===== src/rtl/pipe_wall_pkg.sv =====
// Shared constants, stage control encoding and sizing helper for the pipeline register chain.
package pipe_wall_pkg;

   localparam int unsigned PIPE_MAX_DEPTH = 8;
   localparam int unsigned PIPE_NOP       = 0;

   typedef enum logic [1:0] {
      CTL_LOAD,
      CTL_HOLD,
      CTL_BUBBLE,
      CTL_FLUSH
   } stage_ctl_e;

   // Bits needed to count 0..depth valid stages.
   function automatic int unsigned clog2_depth(input int unsigned depth);
      int unsigned bits;
      bits = 0;
      while ((32'd1 << bits) < (depth + 32'd1)) begin
         bits = bits + 1;
      end
      return bits;
   endfunction

endpackage


===== src/rtl/pipe_wall_stage.sv =====
// One pipeline wall register: valid + payload (+ trace tag when PIPE_TRACE_EN is defined),
// updated according to the control decision made by the parent chain.
module pipe_wall_stage
   import pipe_wall_pkg::*;
#(
   parameter int unsigned WIDTH = 32
`ifdef PIPE_TRACE_EN
   , parameter int unsigned TAG_W = 10
`endif
) (
   input  logic             clock,
   input  logic             reset_n,
   input  stage_ctl_e       ctl_i,
   input  logic             valid_i,
   input  logic [WIDTH-1:0] data_i,
`ifdef PIPE_TRACE_EN
   input  logic [TAG_W-1:0] tag_i,
   output logic [TAG_W-1:0] tag_o,
`endif
   output logic             valid_o,
   output logic [WIDTH-1:0] data_o
);

   logic             valid_q, valid_d;
   logic [WIDTH-1:0] data_q, data_d;

   // Bubble and flush both load the NOP encoding.
   always_comb begin : p_next
      valid_d = valid_q;
      data_d  = data_q;
      case (ctl_i)
         CTL_LOAD: begin
            valid_d = valid_i;
            data_d  = data_i;
         end
         CTL_HOLD: begin
            valid_d = valid_q;
            data_d  = data_q;
         end
         CTL_BUBBLE, CTL_FLUSH: begin
            valid_d = 1'b0;
            data_d  = WIDTH'(PIPE_NOP);
         end
         default: begin
            valid_d = valid_q;
            data_d  = data_q;
         end
      endcase
   end

   always_ff @(posedge clock or negedge reset_n) begin : p_reg
      if (!reset_n) begin
         valid_q <= 1'b0;
         data_q  <= '0;
      end else begin
         valid_q <= valid_d;
         data_q  <= data_d;
      end
   end

   assign valid_o = valid_q;
   assign data_o  = data_q;

`ifdef PIPE_TRACE_EN
   logic [TAG_W-1:0] tag_q, tag_d;

   always_comb begin : p_tag_next
      tag_d = tag_q;
      case (ctl_i)
         CTL_LOAD:              tag_d = tag_i;
         CTL_HOLD:              tag_d = tag_q;
         CTL_BUBBLE, CTL_FLUSH: tag_d = TAG_W'(PIPE_NOP);
         default:               tag_d = tag_q;
      endcase
   end

   always_ff @(posedge clock or negedge reset_n) begin : p_tag_reg
      if (!reset_n) begin
         tag_q <= '0;
      end else begin
         tag_q <= tag_d;
      end
   end

   assign tag_o = tag_q;
`endif

endmodule


===== src/rtl/pipe_wall_chain.sv =====
// Parametrised pipeline register chain with per-stage stall/back-pressure, flush and bubble
// insertion. Optional trace tags per stage when PIPE_TRACE_EN is defined.
module pipe_wall_chain
   import pipe_wall_pkg::*;
#(
   parameter int unsigned WIDTH = 32,
   parameter int unsigned DEPTH = 4
`ifdef PIPE_TRACE_EN
   , parameter int unsigned TAG_W = 10
`endif
) (
   input  logic                          clock,
   input  logic                          reset_n,
   input  logic                          in_valid_i,
   input  logic [WIDTH-1:0]              in_data_i,
`ifdef PIPE_TRACE_EN
   input  logic [TAG_W-1:0]              in_tag_i,
   output logic [DEPTH*TAG_W-1:0]        stage_tag_o,
`endif
   output logic                          in_ready_o,
   input  logic [DEPTH-1:0]              stall_i,
   input  logic [DEPTH-1:0]              flush_i,
   output logic [DEPTH-1:0]              stage_valid_o,
   output logic [DEPTH*WIDTH-1:0]        stage_data_o,
   output logic                          out_valid_o,
   output logic [WIDTH-1:0]              out_data_o,
   output logic [clog2_depth(DEPTH)-1:0] occupancy_o
);

   localparam int unsigned OCC_W = clog2_depth(DEPTH);

   logic [DEPTH-1:0] hold;

   // A stall freezes its own stage and everything upstream of it.
   always_comb begin : p_hold
      logic acc;
      acc  = 1'b0;
      hold = '0;
      for (int k = int'(DEPTH) - 1; k >= 0; k--) begin
         acc     = acc | stall_i[k];
         hold[k] = acc;
      end
   end

   assign in_ready_o = ~hold[0];

   for (genvar g = 0; g < int'(DEPTH); g++) begin : g_stage
      stage_ctl_e       ctl;
      logic             src_valid;
      logic [WIDTH-1:0] src_data;
`ifdef PIPE_TRACE_EN
      logic [TAG_W-1:0] src_tag;
`endif

      if (g == 0) begin : g_head
         assign src_valid = in_valid_i;
         assign src_data  = in_data_i;
`ifdef PIPE_TRACE_EN
         assign src_tag   = in_tag_i;
`endif
         always_comb begin : p_ctl
            ctl = CTL_LOAD;
            if (flush_i[g]) begin
               ctl = CTL_FLUSH;
            end else if (hold[g]) begin
               ctl = CTL_HOLD;
            end
         end
      end else begin : g_body
         // Reads the upstream register directly, so a flushed upstream still hands over its old contents.
         assign src_valid = stage_valid_o[g-1];
         assign src_data  = stage_data_o[(g-1)*WIDTH +: WIDTH];
`ifdef PIPE_TRACE_EN
         assign src_tag   = stage_tag_o[(g-1)*TAG_W +: TAG_W];
`endif
         always_comb begin : p_ctl
            ctl = CTL_LOAD;
            if (flush_i[g]) begin
               ctl = CTL_FLUSH;
            end else if (hold[g]) begin
               ctl = CTL_HOLD;
            end else if (hold[g-1]) begin
               ctl = CTL_BUBBLE;
            end
         end
      end

      pipe_wall_stage #(
         .WIDTH (WIDTH)
`ifdef PIPE_TRACE_EN
         , .TAG_W (TAG_W)
`endif
      ) u_stage (
         .clock   (clock),
         .reset_n (reset_n),
         .ctl_i   (ctl),
         .valid_i (src_valid),
         .data_i  (src_data),
`ifdef PIPE_TRACE_EN
         .tag_i   (src_tag),
         .tag_o   (stage_tag_o[g*TAG_W +: TAG_W]),
`endif
         .valid_o (stage_valid_o[g]),
         .data_o  (stage_data_o[g*WIDTH +: WIDTH])
      );
   end

   assign out_valid_o = stage_valid_o[DEPTH-1];
   assign out_data_o  = stage_data_o[(DEPTH-1)*WIDTH +: WIDTH];

   always_comb begin : p_occ
      occupancy_o = '0;
      for (int k = 0; k < int'(DEPTH); k++) begin
         occupancy_o = occupancy_o + OCC_W'(stage_valid_o[k]);
      end
   end

endmodule


===== config.mk =====
export PLATFORM = sky130hd
export DESIGN_NAME = pipe_wall_chain
export DESIGN_NICKNAME = d
export VERILOG_FILES = /design/src/rtl/pipe_wall_pkg.sv /design/src/rtl/pipe_wall_stage.sv /design/src/rtl/pipe_wall_chain.sv
export SDC_FILE = /design/constraint.sdc
export NUM_CORES = 1
export LEC_CHECK = 0
export ABC_AREA = 1
export CAP_MARGIN = 10
export CORE_MARGIN = 3
export CORE_UTILIZATION = 30
export CTS_BUF_LIST = sky130_fd_sc_hd__clkbuf_8 sky130_fd_sc_hd__clkbuf_16
export DETAILED_ROUTE_END_ITERATION = 10
export SKIP_LAST_GASP = 1
export SYNTH_ARGS = -nofsm -noshare
export SYNTH_HDL_FRONTEND = slang
export SYNTH_HIERARCHICAL = 1
export SYNTH_SLANG_ARGS = --single-unit

===== constraint.sdc =====
create_clock -name clock -period 2.1 [get_ports clock]
set_clock_uncertainty 0.15 [all_clocks]
set_input_delay 0.42 -clock clock [delete_from_list [all_inputs] [get_ports clock]]
set_output_delay 0.42 -clock clock [all_outputs]
set_load 0.01 [all_outputs]

==> run_results.csv <==
group,metric,value,unit
drt,drc_errors,0,
synthesis,syn_inst_count,640,
critical_path,cpPeakStageDelay,0.55,ns
critical_path,timing.critical_path.to_type,"primary output",
floorplanning,die-width,148,µm
cts,cts-buffers-inserted,17,
drt,detailroute.via_count,4767,
run_status,violated_checks,"setup timing",
worst_hold_path,timing.hold.worst.class,"in2async",
cts,clkSinkCount,132,
global_routing,via_count_of_the_first_global_routing_pass,4679,
floorplanning,die-area,21900,µm²
drt,drt_iter0_markers,330,
synthesis,yosys.cell_types.count,15,
sta,maxSlewHeadroom,55.3,%
floorplanning,design.portCount,212,
sta,worst-slew-pin-transition,0.669,ns
placement,dpl_worst_slack,-0.418,ns
placement,placed_cells_incl_taps,1064,
critical_path,setup.worst_path.start_class,"flop",
placement,port_buffers,211,
synthesis,syn_area,6060,µm²
final_layout,insertedDiodeCount,0,
final_layout,multi_input_comb_area,2090,µm²
power_and_ir_drop,ir_worst_vdd,0.502,mV
critical_path,critPathBufInv,3,
flow_run,max_cap_viol_count,0,
global_routing,global_route_wire_length_before_repair,27500,µm
synthesis,yosysSeqAreaShare,54.5,%
synthesis,synth_flop_cell,"dfrtp_1",
sta,layout_min_cycle_time,2.49,ns
synthesis,synth.net_count,686,
cts,cts-root-buf,"clkbuf_16",
cts,path_clk_slew,0.06,ns
power_and_ir_drop,p_leak,0.00437,µW
drt,detail_route.vias_per_cell,4.33,
placement,place.detailed.hpwl,12500,µm
critical_path,arrival_time_at_the_worst_endpoint,1.92,ns
sta,final_max_slew_viol_count,0,
synthesis,ys_ff_latch,132,
critical_path,cp.required,1.53,ns
critical_path,cp_max_delay_cell,"fa_1",
drt,ant_nets,0,
drt,drt_pass1_iterations,4,
global_routing,largest_net_degree_at_the_start_of_global_routing,39,
final_layout,drive_above_1_share,14.7,%
power_and_ir_drop,finalPower,5820,µW
synthesis,postSynth.asyncResetShare,100,%
sta,unrepaired_setup_endpoints_after_global_routing,"yes",
power_and_ir_drop,pwr_density_cell,661,nW/µm²
sta,min_period_over_period,118,%
sta,setup_slack,-0.387,ns
final_layout,fillerInstances,1953,
drt,wirelength,17300,µm
synthesis,mean_cell_area_of_the_mapped_netlist,9.46,µm²
global_routing,globalRoute.totalOverflow,0,
floorplanning,die-height,148,µm
synthesis,post-synth-top-count-cell,"nand2_1",
cts,tritoncts,"built",
floorplanning,placeableCoreArea,19700,µm²
floorplanning,std_cell_rows,51,
synthesis,synth_commonest_cells,"nand2_1, dfrtp_1, nand3_1, buf_4, nand3_2",
critical_path,critical_path.reg2reg.startpoint,"g_stage[3].u_stage/valid_o$_DFFE_PN0P_",
critical_path,cpLargestDelayFamily,"adder cells",
cts,cts-htree-levels,4,
critical_path,timing_worst_setup_path_type,"reg2out",
synthesis,number_of_flops_mapped_to_enable_cells_by_yosys,0,
global_routing,antenna_found_initial,0,
synthesis,yosysTopAreaCell,"dfrtp_1",
synthesis,ys_warn_count,6,
final_layout,layout.area.seq,3300,µm²
floorplanning,floorplan.initialDensity,30.8,%
placement,gp_congestion,0.765,
critical_path,ff2ff_path_depth,4,
synthesis,synth_top_area_share,54.5,%
cts,clk_latency,0.43,ns
critical_path,worst-r2r-setup-slack,1.08,ns
drt,avgRoutedWirePerCell,15.8,µm
critical_path,critical_path.cell_chain,"inv_2 -> fa_1 -> inv_2 -> ha_4 -> ha_4 -> buf_6",
critical_path,worst-path-stages,6,
critical_path,path_max_fanout,2,
final_layout,finish.net_count,868,
global_routing,grt_util_all_layers,16.0,%
critical_path,crit_path_start,"g_stage[3].u_stage/valid_o$_DFFE_PN0P_",
sta,fmaxAchievable,0.402,GHz
critical_path,critical_path.reg2reg.endpoint,"g_stage[3].u_stage/valid_o$_DFFE_PN0P_",
cts,clockBufferDepth,2,
final_layout,synthToLayoutAreaGrowth,45.4,%
final_layout,count_of_placed_standard_cells_in_the_final_layout_fillers_left_out,1100,
critical_path,critical_path_end,"occupancy_o[1]",
synthesis,synthTopCellsByArea,"dfrtp_1, nand2_1, nand3_1",
run_status,status,"complete, but fails checks",
sta,setup_viol,3,
sta,final-hold-violation-count,0,
## logic make-up after synthesis
kind of cell	Yosys count	share of synthesized area [%]
buf+inv	92	11.6
fa+ha+maj	3	0.744
flops	132	54.5
simple gates	413	33.2
## worst reg2reg max path, cell delays in order (launching register included)
cell and delay [ns]:
dfrtp_1 0.39, buf_4 0.13, buf_4 0.13, nand3_2 0.06, nand2_1 0.06
## routing by layer
layer,wire length (µm),global-route usage [%]
met1,7950,22.4
met2,8420,24.7
met3,758,3.23
met4,218,5.82
met5,0,0
## worst min path at each step
| stage | from | cells past startpoint | end | slack, ns |
|---|---|---|---|---|
| floorplan | reset_n | 0 | g_stage[0].u_stage/data_o[0]$_DFFE_PN0P_ | -0.03 |
| global placement | reset_n | 1 | g_stage[3].u_stage/data_o[30]$_DFFE_PN0P_ | 0.20 |
| detailed placement | reset_n | 1 | g_stage[3].u_stage/data_o[30]$_DFFE_PN0P_ | 0.20 |
| CTS | reset_n | 2 | g_stage[3].u_stage/data_o[30]$_DFFE_PN0P_ | 0.31 |
| global route | reset_n | 2 | g_stage[3].u_stage/data_o[30]$_DFFE_PN0P_ | 0.34 |
| finish | reset_n | 2 | g_stage[3].u_stage/data_o[30]$_DFFE_PN0P_ | 0.30 |
## flip-flops by register name, indices dropped and copies added, names as in the netlist
register                 count
g_stage.u_stage/data_o     128
g_stage.u_stage/valid_o      4
## through the flow
stage	hold WS (ns)	utilization [%]	TNS [ns]	area, µm²
floorplan	-0.0256	-	0	6060
global placement	0.205	41.5	-5.45	8160
detailed placement	0.196	41.5	-7.30	8160
CTS	0.309	44.8	-1.07	8800
global route	0.337	44.8	-1.15	8810
finish	0.302	44.8	-0.929	8810
## final cells by class
cell class	count	area share [%]
Clock buffer	17	4.83
Clock inverter	15	1.78
Tap cell	265	3.76
Inverter	16	0.682
Sequential cell	132	37.5
Multi-Input combinational cell	416	23.7
Timing Repair Buffer	239	27.8
## cells in the final DEF (no fill, tap or decap), drive strengths merged
cell type,n
bufinv,2
nor2,6
inv,19
dlymetal6s2s,3
fa,1
dlygate4sd3,1
clkdlybuf4s50,203
nand4,1
buf,32
dfrtp,132
nand3,134
clkbuf,17
nand2,272
clkinvlp,5
ha,2
clkinv,5
## what timing repair did
item,in CTS,in global routing
hold endpoints to repair,33,0
buffers inserted,2,1
pin swaps,2,1
hold buffers,1,0
gates resized for setup,24,5
setup endpoints to repair,4,8
## report_power, final
part           leakage, µW  total [µW]  internal (µW)  switching [µW]
Combinational      0.00225         351            145             207
Clock             0.000272        2910           1750            1160
Sequential         0.00184        2560           2550            8.31
Total              0.00437        5820           4450            1380
No activity file was read; power rests on OpenSTA's default activity.
